[src/rtl/dmem_arbiter_pkg.sv]
// Shared owner-tag encoding and write-enable decode for the dmem arbiter.
// Pure definitions; no timing or backpressure of its own.
package dmem_arbiter_pkg;

  typedef enum logic [1:0] {
    OWN_NONE   = 2'd0,
    OWN_CPU_RD = 2'd1,
    OWN_EXT_RD = 2'd2
  } owner_e;

  // CPU enables are low active, so all-ones means no byte is written.
  function automatic logic cpu_is_read(input logic [1:0] wen_n);
    return wen_n == 2'b11;
  endfunction

  function automatic logic ext_is_read(input logic [1:0] we);
    return we == 2'b00;
  endfunction

endpackage

[src/rtl/dmem_arbiter_fifo.sv]
// Synchronous request FIFO with occupancy count; data visible at head one cycle after push.
// Caller must not push when full or pop when empty; no push-through.
module dmem_arb_fifo #(
  parameter int DATA_W = 28,
  parameter int DEPTH  = 4,
  parameter int CNT_W  = $clog2(DEPTH) + 1
) (
  input  logic              clk,
  input  logic              rst,
  input  logic              push,
  input  logic [DATA_W-1:0] push_dat,
  input  logic              pop,
  output logic [DATA_W-1:0] head_dat,
  output logic [CNT_W-1:0]  count
);

  localparam int PTR_W = $clog2(DEPTH);

  logic [DATA_W-1:0] store_q [DEPTH];
  logic [PTR_W-1:0]  wr_ptr_q, wr_ptr_d;
  logic [PTR_W-1:0]  rd_ptr_q, rd_ptr_d;
  logic [CNT_W-1:0]  count_q, count_d;

  always_comb begin
    wr_ptr_d = wr_ptr_q;
    rd_ptr_d = rd_ptr_q;
    count_d  = count_q;
    if (push) wr_ptr_d = wr_ptr_q + PTR_W'(1);
    if (pop)  rd_ptr_d = rd_ptr_q + PTR_W'(1);
    count_d = count_q + CNT_W'(push) - CNT_W'(pop);
  end

  always_ff @(posedge clk) begin
    if (rst) begin
      wr_ptr_q <= '0;
      rd_ptr_q <= '0;
      count_q  <= '0;
    end else begin
      wr_ptr_q <= wr_ptr_d;
      rd_ptr_q <= rd_ptr_d;
      count_q  <= count_d;
    end
  end

  // Payload storage needs no reset; occupancy alone decides validity.
  always_ff @(posedge clk) begin
    if (push && !rst) store_q[wr_ptr_q] <= push_dat;
  end

  assign head_dat = store_q[rd_ptr_q];
  assign count    = count_q;

endmodule

[src/rtl/dmem_arbiter.sv]
// Shares dmem between the CPU (always wins, zero added latency) and a queued secondary requester.
// Responses one cycle after issue; ext_req_ready drops when the queue is full or in reset.
module dmem_arbiter
  import dmem_arbiter_pkg::*;
#(
  parameter int ADDR_W        = 10,
  parameter int EXT_DEPTH     = 4,
  parameter int STARVE_CYCLES = 256
) (
  input  logic                         mclk,
  input  logic                         puc_rst,
  input  logic                         cpu_dmem_cen,
  input  logic [1:0]                   cpu_dmem_wen,
  input  logic [ADDR_W-1:0]            cpu_dmem_addr,
  input  logic [15:0]                  cpu_dmem_din,
  output logic [15:0]                  cpu_dmem_dout,
  input  logic                         ext_req_valid,
  output logic                         ext_req_ready,
  input  logic [1:0]                   ext_req_we,
  input  logic [ADDR_W-1:0]            ext_req_addr,
  input  logic [15:0]                  ext_req_wdata,
  output logic                         ext_rsp_valid,
  output logic [15:0]                  ext_rsp_rdata,
  output logic [$clog2(EXT_DEPTH):0]   ext_pending,
  output logic                         ext_starved,
  output logic                         mem_cen,
  output logic [1:0]                   mem_wen,
  output logic [ADDR_W-1:0]            mem_addr,
  output logic [15:0]                  mem_din,
  input  logic [15:0]                  mem_dout
);

  localparam int CNT_W  = $clog2(EXT_DEPTH) + 1;
  localparam int REQ_W  = 2 + ADDR_W + 16;
  localparam int WAIT_W = $clog2(STARVE_CYCLES + 1);

  logic [CNT_W-1:0]  fifo_count;
  logic [REQ_W-1:0]  head_dat;
  logic [1:0]        head_we;
  logic [ADDR_W-1:0] head_addr;
  logic [15:0]       head_wdata;
  logic              q_nonempty;
  logic              cpu_act;
  logic              ext_issue;
  logic              push;

  owner_e            owner_q, owner_d;
  logic [WAIT_W-1:0] wait_cnt_q, wait_cnt_d;
  logic              starved_q, starved_d;

  assign {head_we, head_addr, head_wdata} = head_dat;

  assign q_nonempty    = fifo_count != '0;
  assign cpu_act       = !cpu_dmem_cen;
  assign ext_issue     = !cpu_act && q_nonempty && !puc_rst;
  assign ext_req_ready = (fifo_count < CNT_W'(EXT_DEPTH)) && !puc_rst;
  assign push          = ext_req_valid && ext_req_ready;

  dmem_arb_fifo #(
    .DATA_W (REQ_W),
    .DEPTH  (EXT_DEPTH),
    .CNT_W  (CNT_W)
  ) u_fifo (
    .clk      (mclk),
    .rst      (puc_rst),
    .push     (push),
    .push_dat ({ext_req_we, ext_req_addr, ext_req_wdata}),
    .pop      (ext_issue),
    .head_dat (head_dat),
    .count    (fifo_count)
  );

  always_comb begin
    mem_cen  = 1'b1;
    mem_wen  = 2'b11;
    mem_addr = '0;
    mem_din  = '0;
    owner_d  = OWN_NONE;
    if (cpu_act) begin
      mem_cen  = 1'b0;
      mem_wen  = cpu_dmem_wen;
      mem_addr = cpu_dmem_addr;
      mem_din  = cpu_dmem_din;
      owner_d  = cpu_is_read(cpu_dmem_wen) ? OWN_CPU_RD : OWN_NONE;
    end else if (ext_issue) begin
      mem_cen  = 1'b0;
      mem_wen  = ~head_we;
      mem_addr = head_addr;
      mem_din  = head_wdata;
      owner_d  = ext_is_read(head_we) ? OWN_EXT_RD : OWN_NONE;
    end
  end

  // Waiting only counts while the CPU is actually holding the memory.
  always_comb begin
    wait_cnt_d = wait_cnt_q;
    if (ext_issue) begin
      wait_cnt_d = '0;
    end else if (q_nonempty && cpu_act && wait_cnt_q != WAIT_W'(STARVE_CYCLES)) begin
      wait_cnt_d = wait_cnt_q + WAIT_W'(1);
    end
    starved_d = wait_cnt_d == WAIT_W'(STARVE_CYCLES);
  end

  always_ff @(posedge mclk) begin
    if (puc_rst) begin
      owner_q    <= OWN_NONE;
      wait_cnt_q <= '0;
      starved_q  <= 1'b0;
    end else begin
      owner_q    <= owner_d;
      wait_cnt_q <= wait_cnt_d;
      starved_q  <= starved_d;
    end
  end

  // Gating with reset suppresses a response whose issue preceded the reset edge.
  assign cpu_dmem_dout = (owner_q == OWN_CPU_RD && !puc_rst) ? mem_dout : 16'h0000;
  assign ext_rsp_valid = (owner_q == OWN_EXT_RD) && !puc_rst;
  assign ext_rsp_rdata = ext_rsp_valid ? mem_dout : 16'h0000;
  assign ext_pending   = puc_rst ? '0 : fifo_count;
  assign ext_starved   = starved_q && !puc_rst;

endmodule
[config.mk]
export PLATFORM = sky130hd
export DESIGN_NAME = dmem_arbiter
export DESIGN_NICKNAME = d
export VERILOG_FILES = /design/src/rtl/dmem_arbiter_pkg.sv /design/src/rtl/dmem_arbiter_fifo.sv /design/src/rtl/dmem_arbiter.sv
export SDC_FILE = /design/constraint.sdc
export NUM_CORES = 1
export LEC_CHECK = 0
export BUFFER_PORTS_ARGS = -buffer_cell sky130_fd_sc_hd__buf_4
export CORE_ASPECT_RATIO = 0.5
export CORE_MARGIN = 2
export CORE_UTILIZATION = 45
export CTS_BUF_LIST = sky130_fd_sc_hd__clkbuf_2 sky130_fd_sc_hd__clkbuf_4 sky130_fd_sc_hd__clkbuf_8
export DETAILED_ROUTE_END_ITERATION = 10
export GPL_TIMING_DRIVEN = 1
export PLACE_DENSITY = 0.69
export SYNTH_ARGS = -nofsm -noshare
export SYNTH_HDL_FRONTEND = slang
export SYNTH_SLANG_ARGS = --single-unit
[constraint.sdc]
create_clock -name mclk -period 3.4 [get_ports mclk]
set_clock_uncertainty 0.05 [all_clocks]
set_input_delay 0.34 -clock mclk [delete_from_list [all_inputs] [get_ports mclk]]
set_output_delay 0.34 -clock mclk [all_outputs]
set_load 0.01 [all_outputs]
== Yosys cells after proc, flatten, opt, wreduce, memory -nomap -nowiden ==
Memory sizes are Yosys's and may differ from the RTL's. A register that Yosys moved wholly into a read port is not among the register bits.
Index checks and enable logic that the tools add are counted.

* $add $sub $neg: 5
* $lt $le $gt $ge: 1
* Equal/unequal tests: 5
* Multiplexer cells: 21
* Bitwise gates (word level): 1
* Reduce and logical (&&, ||, !) cells: 14

{| class="wikitable"
|+ Operator list
! operator !! count
|-
| two-way mux 16 bit || 4
|-
| two-way mux 10 bit || 2
|-
| two-way mux 9 bit || 2
|-
| two-way mux 2 bit || 7
|-
| logical AND 1 bit || 10
|-
| adder 9 x 1 -> 9 bit, second input constant || 1
|-
| equality test 9 bit, second input constant || 1
|-
| != test 9 bit, second input constant || 1
|-
| two-way mux 1 bit || 5
|-
| adder 2 x 1 -> 2 bit, second input constant || 2
|-
| equality test 2 bit, second input constant || 2
|-
| adder 3 x 1 -> 3 bit || 1
|-
| less-than comparator 3 bit, second input constant || 1
|-
| two-way mux 3 bit || 1
|-
| nonzero test 3 bit || 1
|-
| subtractor 3 x 1 -> 3 bit || 1
|-
| equality test 2 x 1 -> 1 bit, second input constant || 1
|-
| logical NOT 1 bit || 2
|-
| logical NOT 2 bit || 1
|-
| NOT 2 bit || 1
|}

* Register bits after elaboration: 19
* RAM bits: 112
* Input bits: 76
* Logic and storage cells: 54
* Memories kept: 1

{| class="wikitable"
|+ Memories
! name !! words !! bits a word !! read ports !! clocked after Yosys merged registers in !! wr ports !! RTL line !! RTL
|-
| u_fifo.store_q || 4 || 28 || 1 || 1 || 1 || dmem_arbiter_fifo.sv:19 || <nowiki>logic [DATA_W-1:0] store_q [DEPTH];</nowiki>
|}

== Logic depth before layout (Yosys ltp) ==
Gate-level depths: netlist of the first run.

* Word-level depth: 6
* Depth in mapped cells: 12
* Mapped depth without buffers: 10

== Modules after synthesis ==
From an unflattened synthesis of the first run, not the netlist that was laid out.

* Cell total of the unflattened synthesis: 341
* Area, all modules: 5779.3 um^2

{| class="wikitable"
|+ By module, submodules not included
! module !! instances !! cells an instance !! area an instance (um^2)
|-
| dmem_arb_fifo || 1 || 188 || 4528.1
|-
| dmem_arbiter || 1 || 153 || 1251.2
|}

== Worst setup path before layout of the first run ==
No wires, ideal clock.

* Path kind: reg-to-reg
* Start: reg u_fifo.count_q[2] (netlist: u_fifo.count[2])
* End: reg u_fifo.count_q[2] (netlist: u_fifo.count[2])
* Library setup time: 0.128 ns
* Arrival: 2.418 ns
* Data required time: 3.222 ns
* Path slack: 0.804 ns
* Stages on the path, launching flop included: 12
* Path buffers: 1
* Path through: dfxtp_1 -> o31ai_1 -> or2_1 -> inv_2 -> clkbuf_1 -> ha_1 -> inv_1 -> ha_1 -> fa_1 -> xnor2_1 -> xnor2_1 -> nor2_1

{| class="wikitable"
|+ RTL lines
! what !! RTL line !! RTL
|-
| from (decl) || dmem_arbiter_fifo.sv:22 || <nowiki>logic [CNT_W-1:0] count_q, count_d;</nowiki>
|-
| from (signal assigned) || dmem_arbiter_fifo.sv:41 || <nowiki>count_q <= count_d;</nowiki>
|-
| nonzero test 3 bit || dmem_arbiter.sv:53 || <nowiki>assign q_nonempty = fifo_count != '0;</nowiki>
|-
| logical AND 1 bit (2 in a row) || dmem_arbiter.sv:55 || <nowiki>assign ext_issue = !cpu_act && q_nonempty && !puc_rst;</nowiki>
|-
| via ext_issue || dmem_arbiter.sv:44 || <nowiki>logic ext_issue;</nowiki>
|-
| subtractor 3 x 1 -> 3 bit || dmem_arbiter_fifo.sv:30 || <nowiki>count_d = count_q + CNT_W'(push) - CNT_W'(pop);</nowiki>
|}

The timed path passes the listed nets, and every way through them passes these cells.
A chain may end at the register's enable or synchronous reset.

==> results of run 1 <==
-- cell usage in the layout (no fill, tap or decap), types with 3 or more instances in the layout --
| cell | count |
|---|---|
| ha_1 | 8 |
| clkbuf_8 | 17 |
| edfxtp_1 | 112 |
| or3_1 | 5 |
| o21ai_1 | 7 |
| clkinv_4 | 5 |
| nor2b_1 | 4 |
| inv_1 | 36 |
| nor4_1 | 3 |
| nand2_1 | 33 |
| mux4_2 | 28 |
| dfxtp_1 | 20 |
| and2_1 | 33 |
| xnor2_1 | 10 |
| nor3_1 | 4 |
| nor2_1 | 17 |
| buf_4 | 151 |
| a21oi_1 | 4 |
| o21ai_0 | 21 |
| xor2_1 | 3 |
| o31ai_1 | 3 |
-- layout make-up --
| cell class | count | area [µm²] |
|---|---|---|
| multi-input combinational | 208 | 1720 |
| fill | 1003 | 5160 |
| tap | 170 | 213 |
| timing repair buffer | 151 | 1130 |
| clock buffer | 19 | 249 |
| inverter | 38 | 143 |
| clock inverter | 13 | 151 |
| sequential | 133 | 3780 |
-- layer usage --
layer | global-route usage [%] | vias to the layer above
li1 | - | 1747
met1 | 22.6 | 1734
met2 | 29.1 | 95
met3 | 4.02 | 12
met4 | 6.70 | 0
met5 | 0 | -
-- kinds of logic after synthesis --
family	after synthesis	synth area share (%)
AND/OR/NAND/NOR	116	10.6
AO/OA/AOI/OAI	42	4.30
buffers and inverters	59	3.97
multiplexers	28	11.0
flip-flops	133	66.0
adder cells (fa/ha/maj)	9	2.10
XOR/XNOR	13	1.99
-- cells in the mapped netlist, drive strengths merged --
cell,instances
a211o,1
a211oi,1
a21boi,1
a21oi,5
a2bb2oi,1
a31oi,1
and2,34
and3,4
buf,6
clkbuf,15
dfxtp,21
edfxtp,112
fa,1
ha,8
inv,38
mux4,28
nand2,33
nand2b,2
nand3,2
nand4,2
nor2,17
nor2b,4
nor3,5
nor3b,2
nor4,3
nor4bb,2
o2111a,1
o21ai,28
o31ai,3
or2,1
or3,5
xnor2,10
xor2,3
-- report_power, final --
group	internal [mW]	total, mW	switching, mW
registers	1.86	1.94	0.0754
logic	0.445	0.842	0.398
clock network	0.680	1.32	0.636
-- registers in the layout (all words and copies together) (netlist names), named ones only --
register,count
owner_q,2
u_fifo.rd_ptr_q,2
u_fifo.count,3
wait_cnt_q,9
starved_q,1
u_fifo.store_q,112
u_fifo.wr_ptr_q,2
-- worst register-to-register path, cell delays in order, from the launching register on --
cell and delay (ns):
dfxtp_1 0.36, o31ai_1 0.59, or2_1 0.23, inv_2 0.05, ha_1 0.26, inv_1 0.04, ha_1 0.18, fa_1 0.38
xnor2_1 0.18, xnor2_1 0.14, nor2_1 0.06
-- worst paths after layout --
check	startpoint	end	slack, ns	cells past startpoint
hold / removal	ext_req_we[1]	u_fifo.store_q[0][27]	0.06	1
setup / recovery	flop	mem_din[8]	0.66	5
hold reg to reg	u_fifo.rd_ptr_q[1]	flop	0.45	2
setup reg to reg	u_fifo.count[2]	u_fifo.count[2]	0.78	10
==> impl_metrics.toml, run 1 <==
[sta]
setup_viol = 0
finalMaxSlewViolations = 0
period_share_pct = 80.7
rsz0062_at_grt = "no"
setup_tns_ns = 0
tightest_slew_ns = 0.973
period_needed_ns = 2.74
hold_viol = 0
hold_ws_ns = 0.0570
slew_headroom_pct = 35.1
max_freq_ghz = 0.364
fin_ws_ns = 0.655

[pwr]
leakage_nw = 2.84
vdd_ir_drop_max_mv = 0.288
finalPower_mw = 4.10
powerDensity_mw_per_mm2 = 554

[detailed_routing]
routed_via_density = 4.90
drt_iter0_markers = 178
highest_layer = "met4"
drtAntennaViolNets = 0
first_pass_iters = 4
drt_wl_total_mm = 11.4
vias = 3588
dr_wl_met2_mm = 5.53
drc = 0
wl_met1_mm = 5.18
wl_met3_um = 590
routedWlPerCell_um = 15.6

[clock_tree]
insertion_delay_ns = 0.43
postCtsHoldBufs = 0
cts_max_path_buffers = 2
cts_sinks = 133
cts_tree = "yes"
cts_buffers = 17
post-cts-setup-buffer-count = 0
cts.clk_slew.worst_paths_ns = 0.08
htreeDepth = 4
cts_resized = 0
cts-root-buf = "clkbuf_8"

[cells_and_area]
final_layout_size_suffix_gt1_share_pct = 38.8
final_util_pct = 58.9
nets = 634
insertedDiodeCount = 0
stdcell_area_mm2 = 0.00739
area_growth_syn_to_layout_pct = 29.1
final_cells = 732

[logic_synthesis]
ys_types = 39
synth_warnings = 0
syn-num-nets = 485
ys_seq_area_share_pct = 66.0
syn_area_per_cell_um2 = 14.3
synth_cells = 400
syn_area_mm2 = 0.00573
ys_ff_latch = 133
synth_top_cell_by_area = "edfxtp_1"
synthTopCellsByArea = "edfxtp_1 59%, mux4_2 11%, dfxtp_1 7.3%, and2_1 3.6%, inv_1 2.4%"
yosysTopAreaCellShare_pct = 58.7

[global_route]
grt_pass1_wl_mm = 18.2
track_usage_pct = 17.5
grt_pass1_vias = 3649
grt_max_degree = 36
antenna_found_initial = 0
overflow = 0

[critical_path]
critPathSlowestCell = "dfxtp_1"
crit_chain = "buf_4 -> mux4_2 -> nand2_1 -> o21ai_0 -> buf_4"
cp.arrival_ns = 2.35
critPathBufInv = 2
cpLargestDelayFamily = "flip-flops"
end_kind = "output port"
start_kind = "flop"
critical_path_class = "flop to output port"
critPathMostFrequentCell = "buf_4"
worstPathMaxFanout = 18
required_ns = 3.01
max_stage_delay_ns = 0.97

[place]
place_ws_ns = 0.754
dp_cells = 700
place_congestion = 0.795
io_buffer_count = 142
placed_area_mm2 = 0.00699
hpwl_mm = 7.47

[die]
num_rows = 29
die_y_um = 83.8
die_area_mm2 = 0.0137
start_util_pct = 45.6
die_w_um = 164
core_area_mm2 = 0.0126
pin_count = 143

[job]
maxCapViolations = 0

[min_path]
worstHoldPathType = "primary input to flop"

[outcome]
status = "completed"
(Power assumes the default switching activity.)
==> run 2, diff against run 1 <==
- ABC_AREA: not set -> 1
- PLACE_DENSITY: 0.69 -> 0.71
- clock period: 3.4 -> 2.5 ns (I/O delays scaled with it)
==> run 2 against run 1 <==
Non-clock buffer count grew 31; routed wire length grew 16%; die area grew 4.9%; synthesized cell count grew 47%; combinational power grew 75%; critical endpoint unchanged; final area grew 7.6%; highest routed layer unchanged; clock power grew 33%; via count grew 29%; first-iteration DRC count grew 41%.
==> impl_metrics.toml, run 2 <==
[outcome]
status = "completed"

[logic_synthesis]
yosysTopAreaCellShare_pct = 55.8
synth_edf_count = 112
syn_area_mm2 = 0.00602
synth_top_cell_by_area = "edfxtp_1"
synth_warnings = 0
synth_cells = 587
synthArstFlopShare_pct = 0
ys_seq_area_share_pct = 62.8
ys_types = 29
ys_ff_latch = 133
syn-num-nets = 672
yosysMostFrequentCell = "edfxtp_1"
synthTopCellsByArea = "edfxtp_1 56%, dfxtp_1 7.0%, nand2_1 6.7%, inv_1 4.8%, a32o_1 4.7%"
ys.flop_type = "edfxtp_1"
synth_common_cells = "112 x edfxtp_1, 107 x nand2_1, 77 x inv_1, 66 x nor2_1, 39 x nand3_1"
syn_area_per_cell_um2 = 10.3

[detailed_routing]
first_pass_iters = 5
drt_iter0_markers = 251
routed_via_density = 4.93
drc = 0
drtAntennaViolNets = 0
drt_wl_total_mm = 13.2
vias = 4641
routedWlPerCell_um = 14.1

[cells_and_area]
layout.cells.most_common = "buf_4"
multi_input_area_mm2 = 0.00179
regArea_mm2 = 0.00378
nFillCells = 1052
nets = 843
largest_register = "u_fifo.store_q"
final_layout_size_suffix_gt1_share_pct = 27.0
area_growth_syn_to_layout_pct = 32.1
insertedDiodeCount = 0
layout_common_cells = "151 x buf_4, 112 x edfxtp_1, 107 x nand2_1"
largest_register_ffs = 112

[sta]
rsz0062_at_grt = "no"
period_share_pct = 91.7
finalMaxSlewViolations = 0
max_freq_ghz = 0.436
period_needed_ns = 2.29
tightest_slew_ns = 0.585
setup_viol = 0
slew_headroom_pct = 60.9
hold_viol = 0
setup_tns_ns = 0

[die]
num_rows = 29
die_w_um = 168
die_area_mm2 = 0.0144
start_util_pct = 46.8
core_area_mm2 = 0.0129
die_y_um = 85.8
pin_count = 143

[pwr]
vdd_ir_drop_max_mv = 0.347
powerDensity_mw_per_mm2 = 737
finalPower_mw = 5.86
leakage_nw = 3.43

[critical_path]
end_kind = "output port"
start_kind = "primary input"
required_ns = 2.20
critical_path_class = "primary input to output port"
worstPathMaxFanout = 16
cp.arrival_ns = 1.99

[clock_tree]
htreeDepth = 4
cts_tree = "yes"
post-cts-setup-buffer-count = 0
cts_buffers = 17
cts_sinks = 133
cts.clk_slew.worst_paths_ns = 0.07
cts-root-buf = "clkbuf_8"
insertion_delay_ns = 0.43
cts_max_path_buffers = 2

[global_route]
antenna_found_initial = 0
grt_pass1_wl_mm = 21.1
overflow = 0
grt_max_degree = 70
grt_pass1_vias = 4414
track_usage_pct = 18.6

[place]
io_buffer_count = 142
place_congestion = 0.778
hpwl_mm = 8.85

[min_path]
worstHoldPathType = "primary input to flop"

[job]
maxCapViolations = 0
-- run 2: cells by family after synthesis --
family | after synthesis | share of synthesized area [%]
AO/OA/AOI/OAI | 100 | 10.9
XOR/XNOR | 2 | 0.291
adder cells (fa/ha/maj) | 9 | 1.99
buffers and inverters | 114 | 8.02
flip-flops | 133 | 62.8
AND/OR/NAND/NOR | 229 | 15.9
-- run 2: final cells by class --
class                   instances  share of cell area, %
well taps                     170                   2.67
repair buffers                182                   18.3
multi-input cells             340                   22.5
flip-flops and latches        133                   47.6
clock inverters                15                   1.95
clock buffers                  17                   2.94
inverters                      84                   4.09
-- run 2: what timing repair did --
item / 4_1_cts / 5_1_grt
hold buffers: 29 / 0
gates resized for setup: 0 / 1
setup endpoints to repair: 0 / 1
endpoints found under the hold margin: 113 / 0
-- run 2: path summary, 6_finish.rpt --
path	end	slack (ns)	startpoint	depth (start not counted)
setup reg to reg	u_fifo.count[2]	0.49	u_fifo.count[2]	11
hold / removal	owner_q[0]	0.02	cpu_dmem_wen[1]	3
hold reg to reg	flop	0.42	u_fifo.rd_ptr_q[1]	2
setup / recovery	mem_din[8]	0.21	cpu_dmem_cen	6
-- run 2: routing by layer --
metal	part of all wire [%]	vias up	track usage, %
met4	0.79	0	5.06
met5	0	-	0
met1	43	2172	22.4
met3	4.8	12	4.80
met2	51	116	33.8
li1	-	2341	-
-- run 2: per-stage QoR --
step | util (%) | hold WS, ns | instances | cell area (µm²) | worst slack [ns]
2_1_floorplan | - | 0.276 | 587 | 6020 | -0.00408
3_3_place_gp | 56.4 | 0.397 | 880 | 7270 | 0.558
3_5_place_dp | 56.4 | 0.405 | 880 | 7270 | 0.495
4_1_cts | 61.7 | 0.00116 | 941 | 7950 | 0.161
5_1_grt | 61.7 | 0.0182 | 941 | 7950 | 0.0912
6_report | 61.7 | 0.0207 | 941 | 7950 | 0.208
-- run 2: critical path, cell delays in order --
cell and delay (ns):
dlygate4sd3_1 0.54, buf_4 0.17, inv_1 0.38, buf_4 0.33, a32o_1 0.18, buf_4 0.13
-- run 2: report_power, final --
group	internal, mW	switching [mW]
registers	2.54	0.0986
logic	0.596	0.876
clock network	0.892	0.857
total	4.03	1.83
